--- config.mk ---
export PLATFORM = sky130hd
export DESIGN_NAME = move_request_ctrl
export DESIGN_NICKNAME = d
export VERILOG_FILES = /design/src/rtl/move_request_ctrl.sv
export SDC_FILE = /design/constraint.sdc
export NUM_CORES = 1
export LEC_CHECK = 0
export BUFFER_PORTS_ARGS = -buffer_cell sky130_fd_sc_hd__buf_2
export CAP_MARGIN = 20
export CORE_MARGIN = 8
export CORE_UTILIZATION = 35
export DETAILED_ROUTE_END_ITERATION = 10
export PLACE_DENSITY = 0.52
export SLEW_MARGIN = 15
export SYNTH_ARGS = -nofsm -noshare
export SYNTH_HDL_FRONTEND = slang
export SYNTH_SLANG_ARGS = --single-unit
--- constraint.sdc ---
create_clock -name clock -period 2.8 [get_ports clock]
set_input_delay 0.42 -clock clock [delete_from_list [all_inputs] [get_ports clock]]
set_output_delay 0.42 -clock clock [all_outputs]
set_load 0.1 [all_outputs]
--- src/rtl/move_request_ctrl.sv ---
// move_request_ctrl: direction buttons -> one-cycle move pulses, one at a time.
// Ports: clock, reset (async high); key_left/right/up/down raw buttons;
//   enable gates new requests; move_done acks the last move;
//   move_left/right/up/down pulses; busy while a move is outstanding;
//   timeout_err sticky when move_done never arrives.
// Build option: define MOVE_REPEAT_EN for hold-to-repeat in HOLD.
module move_request_ctrl #(
  parameter int DEBOUNCE_CYCLES = 16,
  parameter int REPEAT_DELAY    = 6250000,
  parameter int REPEAT_RATE     = 1562500,
  parameter int DONE_TIMEOUT    = 64
) (
  input  logic clock,
  input  logic reset,
  input  logic key_left,
  input  logic key_right,
  input  logic key_up,
  input  logic key_down,
  input  logic enable,
  input  logic move_done,
  output logic move_left,
  output logic move_right,
  output logic move_up,
  output logic move_down,
  output logic busy,
  output logic timeout_err
);

  localparam int DBW = $clog2(DEBOUNCE_CYCLES + 1);
  localparam int TOW = $clog2(DONE_TIMEOUT + 1);
  localparam int STW = $clog2(DEBOUNCE_CYCLES + 4);
  localparam logic [DBW-1:0] DB_LAST = DBW'(DEBOUNCE_CYCLES - 1);
  localparam logic [TOW-1:0] TO_LAST = TOW'(DONE_TIMEOUT - 1);
  localparam logic [STW-1:0] ST_END  = STW'(DEBOUNCE_CYCLES + 3);

  typedef enum logic [1:0] {
    S_IDLE,
    S_ISSUE,
    S_WAIT,
    S_HOLD
  } state_t;

  // bit order everywhere: 0=left 1=right 2=up 3=down
  logic [3:0] w_key;
  logic [3:0] r_sync1;
  logic [3:0] r_sync2;
  logic [3:0] r_deb;
  logic [3:0] r_deb_q;
  logic [3:0][DBW-1:0] r_db_cnt;

  assign w_key = {key_down, key_up, key_right, key_left};

  always_ff @(posedge clock or posedge reset) begin
    if (reset) begin
      r_sync1  <= '0;
      r_sync2  <= '0;
      r_deb    <= '0;
      r_deb_q  <= '0;
      r_db_cnt <= '0;
    end else begin
      r_sync1 <= w_key;
      r_sync2 <= r_sync1;
      r_deb_q <= r_deb;
      for (int k = 0; k < 4; k++) begin
        if (r_sync2[k] != r_deb[k]) begin
          if (r_db_cnt[k] == DB_LAST) begin
            r_deb[k]    <= ~r_deb[k];
            r_db_cnt[k] <= '0;
          end else begin
            r_db_cnt[k] <= r_db_cnt[k] + DBW'(1);
          end
        end else begin
          r_db_cnt[k] <= '0;
        end
      end
    end
  end

  // Edges are ignored until a key held through reset has had time
  // to debounce high, so it must be released and pressed again.
  logic [STW-1:0] r_st_cnt;
  logic           w_ready;

  assign w_ready = (r_st_cnt == ST_END);

  always_ff @(posedge clock or posedge reset) begin
    if (reset) begin
      r_st_cnt <= '0;
    end else if (!w_ready) begin
      r_st_cnt <= r_st_cnt + STW'(1);
    end
  end

  logic       w_x_ok;
  logic       w_y_ok;
  logic [3:0] w_rise;
  logic [3:0] w_pick;

  assign w_x_ok = ~(r_deb[0] & r_deb[1]);
  assign w_y_ok = ~(r_deb[2] & r_deb[3]);
  assign w_rise = r_deb & ~r_deb_q &
                  {w_y_ok, w_y_ok, w_x_ok, w_x_ok};

  always_comb begin
    w_pick = 4'b0000;
    priority case (1'b1)
      w_rise[0]: w_pick = 4'b0001;
      w_rise[1]: w_pick = 4'b0010;
      w_rise[2]: w_pick = 4'b0100;
      w_rise[3]: w_pick = 4'b1000;
      default:   w_pick = 4'b0000;
    endcase
  end

  state_t         r_state;
  state_t         w_next;
  logic [3:0]     r_dir;
  logic [TOW-1:0] r_to_cnt;
  logic           r_err;
  logic           w_load;
  logic           w_err_set;

`ifdef MOVE_REPEAT_EN
  localparam int RP_MAX = (REPEAT_DELAY > REPEAT_RATE) ?
                          REPEAT_DELAY : REPEAT_RATE;
  localparam int RPW = $clog2(RP_MAX + 1);
  localparam logic [RPW-1:0] RP_SAT   = RPW'(RP_MAX);
  localparam logic [RPW-1:0] DLY_LAST = RPW'(REPEAT_DELAY - 1);
  localparam logic [RPW-1:0] RTE_LAST = RPW'(REPEAT_RATE - 1);

  logic [RPW-1:0] r_rep_cnt;
  logic           r_rep_first;
  logic [RPW-1:0] w_rep_lim;

  assign w_rep_lim = r_rep_first ? DLY_LAST : RTE_LAST;
`else
  logic w_unused_rep;
  assign w_unused_rep = ^{REPEAT_DELAY, REPEAT_RATE};
`endif

  always_comb begin
    w_next    = r_state;
    w_load    = 1'b0;
    w_err_set = 1'b0;
    unique case (r_state)
      S_IDLE: begin
        if (enable && w_ready && |w_rise) begin
          w_next = S_ISSUE;
          w_load = 1'b1;
        end
      end
      S_ISSUE: w_next = S_WAIT;
      S_WAIT: begin
        if (move_done) begin
          w_next = S_HOLD;
        end else if (r_to_cnt == TO_LAST) begin
          w_next    = S_IDLE;
          w_err_set = 1'b1;
        end
      end
      S_HOLD: begin
        if (~|(r_deb & r_dir)) begin
          w_next = S_IDLE;
`ifdef MOVE_REPEAT_EN
        end else if (enable && r_rep_cnt >= w_rep_lim) begin
          w_next = S_ISSUE;
`endif
        end
      end
      default: w_next = S_IDLE;
    endcase
  end

  always_ff @(posedge clock or posedge reset) begin
    if (reset) begin
      r_state  <= S_IDLE;
      r_dir    <= '0;
      r_to_cnt <= '0;
      r_err    <= 1'b0;
    end else begin
      r_state <= w_next;
      if (w_load) begin
        r_dir <= w_pick;
      end
      if (w_err_set) begin
        r_err <= 1'b1;
      end
      if (r_state == S_WAIT && r_to_cnt != TO_LAST) begin
        r_to_cnt <= r_to_cnt + TOW'(1);
      end else if (r_state != S_WAIT) begin
        r_to_cnt <= '0;
      end
    end
  end

`ifdef MOVE_REPEAT_EN
  // Counts from the pulse, so the period is measured pulse to pulse.
  always_ff @(posedge clock or posedge reset) begin
    if (reset) begin
      r_rep_cnt   <= '0;
      r_rep_first <= 1'b0;
    end else begin
      unique case (r_state)
        S_ISSUE: r_rep_cnt <= RPW'(1);
        S_WAIT: begin
          if (r_rep_cnt != RP_SAT) begin
            r_rep_cnt <= r_rep_cnt + RPW'(1);
          end
        end
        S_HOLD: begin
          if (enable && r_rep_cnt != RP_SAT) begin
            r_rep_cnt <= r_rep_cnt + RPW'(1);
          end
        end
        default: r_rep_cnt <= '0;
      endcase
      if (w_load) begin
        r_rep_first <= 1'b1;
      end else if (r_state == S_HOLD && w_next == S_ISSUE) begin
        r_rep_first <= 1'b0;
      end
    end
  end
`endif

  logic w_issue;
  assign w_issue     = (r_state == S_ISSUE);
  assign move_left   = w_issue & r_dir[0];
  assign move_right  = w_issue & r_dir[1];
  assign move_up     = w_issue & r_dir[2];
  assign move_down   = w_issue & r_dir[3];
  assign busy        = w_issue | (r_state == S_WAIT);
  assign timeout_err = r_err;

endmodule

Word level (Yosys, flattened, before mapping):

Cells that the tools add are included.
Widths: inputs -> output; s select.

* $add $sub $neg: 6
* $mul: 0
* div/mod/pow operators: 0
* magnitude comparators: 0
* eq/ne operators: 18
* shifts and indexed selects: 0
* muxes and demuxes: 24
* bitwise operators: 17
* reduce and logical (&&, ||, !) cells: 12

Operators by type and width (number)
* $mux 5: 8
* $add 5x1->5 const B: 5
* $eq 5x4->1 const B: 4
* $mux 4: 4
* $mux 7: 2
* $and 4x4->4: 3
* $mux 2: 4
* $pmux 2 s4: 1
* $reduce_and 2->1: 4
* $reduce_or 4->1: 2
* $add 7x1->7 const B: 1
* $eq 7x6->1 const B: 1
* $ne 7x6->1 const B: 1
* $and 1x1->1: 6
* $ne 2x2->1 const B: 3
* $not 1->1: 6
* $eq 5x5->1 const B: 1
* $mux 1: 5
* $eq 2x2->1 const B: 2
* $ne 1x1->1: 4
* $not 4->4: 1
* $logic_and 1x1->1: 3
* $ne 3x3->1 const B: 1
* $reduce_and 3->1: 1
* 4 further kinds: 4

* bits in registers: 55
* latch bits: 0
* memory bits (writable): 0
* memory bits (read-only): 0
* output and inout port bits: 6
* word-level logic and storage cells: 93
* memories: 0

Longest topological paths before layout:

Gate-level depths: netlist of run 1.

* word-level depth: 7
* depth in mapped cells: 7

Worst setup path before layout of run 1:

No wires, ideal clock.

* path kind: reg-to-output
* start point: register r_state[1]
* end point: output port move_down
* data arrival time: 1414 ps
* required time: 2380 ps
* path slack: 966 ps
* stages on the path, launching flop included: 4
* cell sequence: dfrtp_1 inv_1 ha_1 and2_1

* longest elaborated chain between the ends: 2

RTL lines
* from (decl): RTL line 115 `state_t r_state;`
* from (signal assigned): RTL line 181 `r_state <= w_next;`
* $eq 2x1->1: RTL line 227 `assign w_issue = (r_state == S_ISSUE);`
* $and 1x1->1: RTL line 231 `assign move_down = w_issue & r_dir[3];`
* to (decl): RTL line 24 `output logic move_down,`

No other way between the ends.

Worst setup path in the final report of run 1:

* start point: register r_state[1]
* end point: output port move_left

* longest elaborated chain between the ends: 2

RTL lines
* $eq 2x1->1: RTL line 227
* $and 1x1->1: RTL line 228 `assign move_left = w_issue & r_dir[0];`
* to (decl): RTL line 21 `output logic move_left,`

No other way between the ends.

==> results.yml, run 1 <==
setup_path:
  crit_type: "flip-flop to primary output"
  end_kind: "primary output"
  worstPathRequired_ns: 2.38
  cpPeakStageDelay_ns: 0.43
  worstPathCellList: "inv_1 -> ha_1 -> and2_1 -> buf_2"
  critPathSlowestCell: "dfrtp_1"
  cp_top_family: "buffers and inverters"
  arrival_ns: 1.63
  critPathMaxFanout: 5
  critical_path_buf_inv_count: 2
  critPathLaunchType: "flip-flop"
final_layout:
  layout.nets: 224
  drive_above_1_share_pct: 18.45
  area_delta_synth_final_pct: 11.41
  n_antenna_cell: 0
clock_network:
  cts_buffers: 5
  clock-sinks: 55
  ctsHtreeMaxLevel: 2
  cts_setup_buffers: 0
  root_buffer: "clkbuf_8"
  cts.reportedPaths.clkPinSlew_ns: 0.09
  ctsResizeCount: 0
  clk_path_buf_depth: 2
  cts_tree: "done"
  clk_latency_ns: 0.30
  cts_hold_buf: 0
floorplan:
  initial_core_util_pct: 36.58
  core-area_um2: 6386
  die_w_um: 97.70
  die_h_um: 97.70
  io_pins: 14
  rows: 29
  dieArea_um2: 9544
timing:
  skew_ns: 0.002471
  setup_violations: 0
  finalCritPeriodShare_pct: 73.17
  hold_viol_final: 0
  worst_slack_ns: 0.7514
  rsz0062_at_grt: "false"
  min_period_ns: 2.049
  fin_hold_ws_ns: 0.1646
  slew_violations: 0
  setup_tns_ns: 0
  tightestPinTransition_ns: 0.5763
  max_slew_margin_pct: 61.52
  max_freq_mhz: 488.1
flow_run:
  maxCapViolations: 0
placement:
  place_ws_ns: 0.9820
  io_buffers: 13
  gp_congestion: 0.7179
  hpwlAfterDp_um: 2599
drt:
  post_drt_via_cell_ratio: 4.784
  routedWlPerCell_um: 12.92
  drt_iter0_markers: 48
  ant_nets: 0
  drc: 0
  routed_wl_um: 3656
  num_vias: 1354
  drt-pass1-iter-count: 4
synthesis:
  ys_ff_latch: 55
  yosysMostFrequentCell: "dfrtp_1"
  yosysSeqAreaShare_pct: 58.92
  synth_flop_cell: "dfrtp_1"
  yosys_warnings: 0
  ys_async_sr_fraction_pct: 100.0
  syn_area_per_cell_um2: 12.56
  yosys.area.top_type: "dfrtp_1"
  ys_top_cells_by_count: "dfrtp_1 (55), nor2_1 (14), and2_1 (13), xor2_1 (12)"
  synth.distinct_cells: 37
  synth.top_cell.area_share_pct: 58.92
  synthesis.area_um2: 2336
  synth-edff-count: 0
  syn_inst: 186
  syn_nets: 205
  synth_area_leaders: "dfrtp_1 (59%), ha_1 (5.9%), xor2_1 (4.5%), and2_1 (3.5%), mux2_2 (3.4%)"
grt:
  grt_pass1_vias: 1373
  grt_pass1_wl_um: 6555
  grt_max_degree: 30
  antenna_found_initial: 0
  gr-total-overflow: 0
  gr-usage-all-layers_pct: 8.382
power_and_ir_drop:
  total_power_uw: 1709
  peakVddDrop_v: 0.0005437
  p_leak_uw: 0.001341
  power_density_nw_per_um2: 656.7
worst_hold_path:
  min_path_type: "primary input to async pin"
outcome:
  status: "finished, final reports clean"
[power by group]
group | switching [uW] | leakage (uW) | internal [uW]
Sequential | 46.1 | 0.000719 | 841
Combinational | 243 | 0.000571 | 112
Clock | 241 | 0.0000515 | 226
[cell usage in the layout (no fill, tap or decap), types with 2 or more instances in the layout]
cell	synthesis	layout
mux2_2	7	7
xor2_1	12	12
a22oi_1	2	2
and2_1	13	13
a21oi_1	2	2
nand3_1	11	11
a21boi_0	2	2
nor3b_1	4	4
ha_1	11	11
a31oi_1	4	4
inv_1	4	3
dfrtp_1	55	55
o21ai_0	7	7
and3_1	4	4
mux2_1	2	2
nor2_1	14	14
nand2_1	6	6
buf_2	0	13
clkbuf_8	0	7
xnor2_1	6	6
nor2b_1	2	2
[registers in the layout (all words and copies together), names as in the netlist]
signal,flops
r_db_cnt,20
r_deb,4
r_st_cnt,5
r_deb_q,4
r_dir,4
r_state,2
timeout_err,1
r_to_cnt,7
r_sync1,4
r_sync2,4
[routing by layer]
layer / share of wire, % / vias to the layer above / global-route usage (%)
li1: - / 679 / -
met1: 50 / 654 / 11.40
met2: 44 / 17 / 11.64
met3: 3.9 / 4 / 2.703
met4: 1.4 / 0 / 3.846
met5: 0 / - / 0
[path summary, 6_finish.rpt]
check                                 start  slack, ns           to  cells after the start
worst max register to register  r_to_cnt[0]       0.98  r_to_cnt[5]                      6
worst min-delay path                  reset       0.16  r_db_cnt[7]                      2
min in group clock                 key_left       0.22   r_sync1[0]                      1
worst min register to register   r_sync1[3]       0.35   r_sync2[3]                      0
worst max-delay path             r_state[1]       0.75    move_left                      4
max in group asynchronous             reset       2.09  timeout_err                      3
[layout make-up]
cell class | count | area (um2)
Fill cell | 621 | 3784
Sequential cell | 55 | 1376
Multi-Input combinational cell | 125 | 929.6
Clock buffer | 8 | 100.1
Tap cell | 77 | 96.34
Timing Repair Buffer | 14 | 85.08
Inverter | 4 | 15.01
[through the flow]
stage,util [%],cells,instance area [um2]
final,40.75,283,2603
after global routing,40.75,283,2603
after CTS,40.75,283,2603
after detailed placement,39.18,275,2502
after global placement,39.18,275,2502
after floorplan,-,186,2336
[cells by family after synthesis]
group	Yosys count	synth area share, %
simple gates	65	16.28
flops	55	58.92
compound gates	22	6.534
xor+xnor	18	6.749
fa+ha+maj	11	5.892
mux	9	4.339
buf+inv	6	1.285
[worst reg2reg max path, cell delays in order, from the launching register on]
cell and delay (ns):
dfrtp_1 0.43, ha_1 0.24, nand2_1 0.11, or3_1 0.25
nand3_1 0.12, or3_2 0.41, a21boi_0 0.18
(Power assumes the default switching activity.)
==> inputs of run 2 (changes only) <==
PLACE_DENSITY = 0.54   (was 0.52)
clock period = 1.83 ns   (was 2.8 ns; I/O delays follow)
==> run 2 against run 1 <==
Against the previous run: die area stayed put; non-clock buffer count is 10 higher; clock skew hardly changed; wire length is 0.93% higher; critical endpoint is now r_dir[3].
==> results.yml, run 2 (synthesis results as in run 1) <==
setup_path:
  critPathLaunchType: "flip-flop"
  worstReg2RegEnd: "r_dir[3]"
  reg2reg_depth: 4
  worstPathCellList: "nor3b_1 -> nor4_4 -> nor3b_4 -> mux2_2"
  reg2reg_from: "r_deb[3]"
  end_kind: "flip-flop"
  cp-startpoint: "r_deb[3]"
  cpPeakStageDelay_ns: 0.46
  r2r_setup_slack_ns: 0.11
  arrival_ns: 1.93
  crit_type: "flip-flop to flip-flop"
  worstPathRequired_ns: 2.03
  crit_end: "r_dir[3]"
  critPathMaxFanout: 6
  critPathSlowestCell: "dfrtp_1"
timing:
  hold_viol_final: 0
  tightestPinTransition_ns: 0.4860
  finalCritPeriodShare_pct: 94.18
  max_freq_mhz: 580.2
  setup_tns_ns: 0
  slew_violations: 0
  max_slew_margin_pct: 67.82
  rsz0062_at_grt: "false"
  setup_violations: 0
  skew_ns: 0.002907
  min_period_ns: 1.723
drt:
  drc: 0
  drt-pass1-iter-count: 3
  drt_iter0_markers: 34
  routed_wl_um: 3690
  routedWlPerCell_um: 12.59
  ant_nets: 0
  post_drt_via_cell_ratio: 4.782
  num_vias: 1401
grt:
  grt_max_degree: 56
  grt_pass1_wl_um: 6720
  grt_pass1_vias: 1510
  gr-total-overflow: 0
  gr-usage-all-layers_pct: 8.551
  antenna_found_initial: 0
clock_network:
  root_buffer: "clkbuf_8"
  clk_path_buf_depth: 2
  clk_latency_ns: 0.31
  clock-sinks: 55
  cts_tree: "done"
  ctsHtreeMaxLevel: 2
  cts.reportedPaths.clkPinSlew_ns: 0.10
  cts_buffers: 5
outcome:
  status: "finished, final reports clean"
placement:
  dp.cells: 281
  io_buffers: 13
  hpwlAfterDp_um: 2589
  gp_congestion: 0.7146
floorplan:
  io_pins: 14
  die_h_um: 97.70
  initial_core_util_pct: 36.58
  die_w_um: 97.70
  core-area_um2: 6386
  dieArea_um2: 9544
  rows: 29
final_layout:
  final_cell_mix: "dfrtp_1 (55), nor2_1 (14), and2_1 (13)"
  n_antenna_cell: 0
  top_register: "r_db_cnt"
  area_delta_synth_final_pct: 19.98
  largest_reg_flops: 20
  layout.nets: 234
  mostFrequentLayoutCell: "dfrtp_1"
  final_cells: 293
  fill_cells: 606
  drive_above_1_share_pct: 25.93
  top_regs: "r_db_cnt x20, r_to_cnt x7, r_st_cnt x5"
power_and_ir_drop:
  peakVddDrop_v: 0.0004333
  power_density_nw_per_um2: 996.5
  p_leak_uw: 0.001430
flow_run:
  maxCapViolations: 0
worst_hold_path:
  min_path_type: "primary input to async pin"
==> run 2: worst min-delay path by stage <==
stage / startpoint / end / slack (ns) / cells after the start
detailed placement: r_sync1[0] / r_sync2[0] / 0.34 / 0
finish: reset / r_db_cnt[15] / 0.0006 / 3
floorplan: key_left / r_sync1[0] / 0.31 / 0
CTS: reset / r_sync1[3] / 0.007 / 3
global route: reset / r_db_cnt[6] / 0.01 / 3
global placement: r_sync1[0] / r_sync2[0] / 0.33 / 0
==> run 2: final cells by class <==
type	count	area [um2]	area share (%)
clock inverters	3	47.55	1.696
flip-flops and latches	55	1376	49.11
inverters	4	15.01	0.5357
well taps	77	96.34	3.437
multi-input cells	125	975.9	34.82
clock buffers	5	68.82	2.455
repair buffers	24	222.7	7.946
==> run 2: metrics by stage <==
| stage | setup slack, ns | hold WS (ns) | cell area [um2] | total power (uW) | utilization, % |
|---|---|---|---|---|---|
| detailed placement | 0.06850 | 0.3403 | 2608 | 1960 | 40.83 |
| floorplan | 0.1417 | 0.3059 | 2336 | 1828 | - |
| global placement | 0.1168 | 0.3334 | 2608 | 1953 | 40.83 |
| global route | 0.002662 | 0.01454 | 2803 | 2958 | 43.89 |
| finish | 0.1066 | 0.0005933 | 2803 | 2793 | 43.89 |
| CTS | 0.02284 | 0.007403 | 2726 | 2807 | 42.69 |
==> run 2: what timing repair did <==
action | in CTS | in global routing
resized for setup | 1 | 9
setup buffers | 0 | 4
cloned | 0 | 0
hold buffers | 0 | 0
endpoints found under the setup margin | 1 | 11
pin swaps | 0 | 3
==> run 2: report_power, final <==
| group | internal (uW) | switching [uW] |
|---|---|---|
| registers | 1290 | 57.0 |
| logic | 237 | 397 |
| clock network | 415 | 400 |
| total | 1940 | 854 |
==> run 2: metal layers <==
layer / vias to the layer above / share of wire (%) / GRT usage [%] / wire length, um
li1: 695 / - / - / -
met1: 691 / 46 / 9.546 / 1683
met2: 11 / 49 / 14.07 / 1818
met3: 4 / 3.5 / 3.272 / 129
met4: 0 / 1.6 / 3.846 / 58
met5: - / 0 / 0 / 0
==> run 2: worst max-delay path: cells and delay by family (launching register included) <==
kind             cells  cell delay (ns)
muxes                1             0.36
and+or+nand+nor      3             0.80
DFF                  1             0.46
==> inputs of run 3 (changes only) <==
--- a/config.mk
+++ b/config.mk
@@ -9,7 +9,7 @@
 export CAP_MARGIN = 20
 export CORE_MARGIN = 8
-export CORE_UTILIZATION = 35
+export CORE_UTILIZATION = 48
 export DETAILED_ROUTE_END_ITERATION = 10
-export PLACE_DENSITY = 0.54
+export PLACE_DENSITY = 0.69
 export SLEW_MARGIN = 15
 export SYNTH_ARGS = -nofsm -noshare
==> constraint.sdc (replaced) <==
create_clock -name clock -period 1.83 [get_ports clock]
set_input_delay 0.366 -clock clock [delete_from_list [all_inputs] [get_ports clock]]
set_output_delay 0.366 -clock clock [all_outputs]
set_load 0.1 [all_outputs]
==> run 3 against run 2 <==
Against the previous run: worst setup slack got worse by 0.045 ns; flip-flop and latch count did not move; combinational power rose by 9.9%; hold slack improved by 0.083 ns; via count rose by 2.1%; cell area fell by 1.3%; sequential share of layout area rose by 0.64 points; final cell count fell by 4.4%; fmax fell by 2.6%; largest cell class unchanged.
==> results.yml, run 3 (synthesis results as in run 1) <==
outcome:
  status: "finished, final reports clean"
floorplan:
  die_h_um: 85.76
  initial_core_util_pct: 49.46
  rows: 25
  core-area_um2: 4723
  io_pins: 14
  die_w_um: 85.76
  dieArea_um2: 7355
timing:
  finalCritPeriodShare_pct: 96.66
  tightestPinTransition_ns: 0.4901
  fin_hold_ws_ns: 0.08395
  skew_ns: 0.006480
  max_slew_margin_pct: 67.55
  max_freq_mhz: 565.3
  hold_viol_final: 0
  rsz0062_at_grt: "true"
  min_period_ns: 1.769
  setup_violations: 0
  slew_violations: 0
  worst_slack_ns: 0.06106
grt:
  grtUsageMet3_pct: 4.394
  grt_pass1_wl_um: 6817
  grt.busiest_layer: "met2"
  grt_pass1_vias: 1529
  grt_max_degree: 56
  antenna_found_initial: 0
  gr-total-overflow: 0
  gr-usage-all-layers_pct: 11.53
  grt_use_met1_pct: 14.06
  use_met2_pct: 18.41
worst_hold_path:
  min_path_type: "primary input to async pin"
drt:
  post_drt_via_cell_ratio: 5.107
  routedWlPerCell_um: 13.84
  num_vias: 1430
  drc: 0
  ant_nets: 0
  drt-pass1-iter-count: 4
  drt_iter0_markers: 49
  routed_wl_um: 3875
setup_path:
  end_kind: "primary output"
  crit_type: "flip-flop to primary output"
  r2r_setup_slack_ns: 0.08
  critPathLaunchType: "flip-flop"
  critPathMaxFanout: 5
  worstPathRequired_ns: 1.46
  arrival_ns: 1.40
clock_network:
  cts_buffers: 5
  cts.reportedPaths.clkPinSlew_ns: 0.10
  clk_path_buf_depth: 2
  cts_tree: "done"
  clk_latency_ns: 0.31
  ctsHtreeMaxLevel: 2
  root_buffer: "clkbuf_8"
  clock-sinks: 55
  cts_hold_buf: 0
power_and_ir_drop:
  power_density_nw_per_um2: 991.5
  p_leak_uw: 0.001417
  peakVddDrop_v: 0.001249
  total_power_uw: 2743
final_layout:
  top_register: "r_db_cnt"
  final_area_um2: 2766
  fill_cells: 378
  final_cell_mix: "dfrtp_1 (55), nor2_1 (14), xor2_1 (12), and2_1 (12), nand3_1 (11)"
  layout.nets: 231
  drive_above_1_share_pct: 25.35
  area_delta_synth_final_pct: 18.43
  final_util_pct: 58.57
  n_antenna_cell: 0
  top_regs: "r_db_cnt x20, r_to_cnt x7, r_st_cnt x5"
  mostFrequentLayoutCell: "dfrtp_1"
  largest_reg_flops: 20
placement:
  io_buffers: 13
  place_ws_ns: -0.01626
  dpl_cell_area_um2: 2580
  gp_congestion: 0.7540
  hpwlAfterDp_um: 2726
flow_run:
  maxCapViolations: 0
## run 3: cell types whose count changed in the layout (fill, tap and decap cells not counted), sizes merged
cell / before / now
buf: 24 / 21
bufinv: 1 / 0
clkinv: 1 / 2
## run 3: final timing paths
check	start	cells after the start	endpoint
min	reset	3	r_sync2[2]
max reg2reg	r_st_cnt[0]	5	r_dir[3]
min reg2reg	r_sync1[1]	0	r_sync2[1]
min in group clock	key_right	1	r_sync1[1]
max	r_state[0]	3	busy
max in group asynchronous	reset	3	r_to_cnt[3]
## run 3: layout make-up
cell class / instances / area [um2] / area share, %
clock buffer: 5 / 68.82 / 2.488
clock inverter: 3 / 28.78 / 1.040
inverter: 4 / 15.01 / 0.5427
multi-input combinational: 125 / 980.9 / 35.46
sequential: 55 / 1376 / 49.75
tap: 67 / 83.83 / 3.030
timing repair buffer: 21 / 212.7 / 7.689
## run 3: stage by stage
step / instances / setup TNS (ns)
floorplan: 186 / 0
global placement: 267 / 0
detailed placement: 267 / -0.01626
CTS: 275 / 0
global route: 280 / -0.03745
finish: 280 / 0
## run 3: repair_timing
| action | in CTS | in global routing |
|---|---|---|
| pin swaps | 0 | 2 |
| endpoints found under the setup margin | 2 | 10 |
| gates cloned | 0 | 0 |
| buffers inserted | 0 | 5 |
| resized for setup | 3 | 8 |
## run 3: where the power goes
part | switching, uW | leakage, uW | internal [uW] | total [uW]
clock network | 410 | 0.0000502 | 284 | 694
logic | 411 | 0.000648 | 286 | 697
registers | 64.7 | 0.000719 | 1290 | 1350
total | 886 | 0.00142 | 1860 | 2740
## run 3: critical path, cell delays in order, from the launching register on
cell and delay, ns:
dfrtp_1 0.44, inv_1 0.11, ha_1 0.35, buf_12 0.19
## run 3: per-layer routing
layer	part of all wire, %	vias to the layer above	routed length [um]
li1	-	693	-
met1	46	708	1793
met2	49	23	1904
met3	3.6	6	140
met4	0.93	0	36
met5	0	-	0
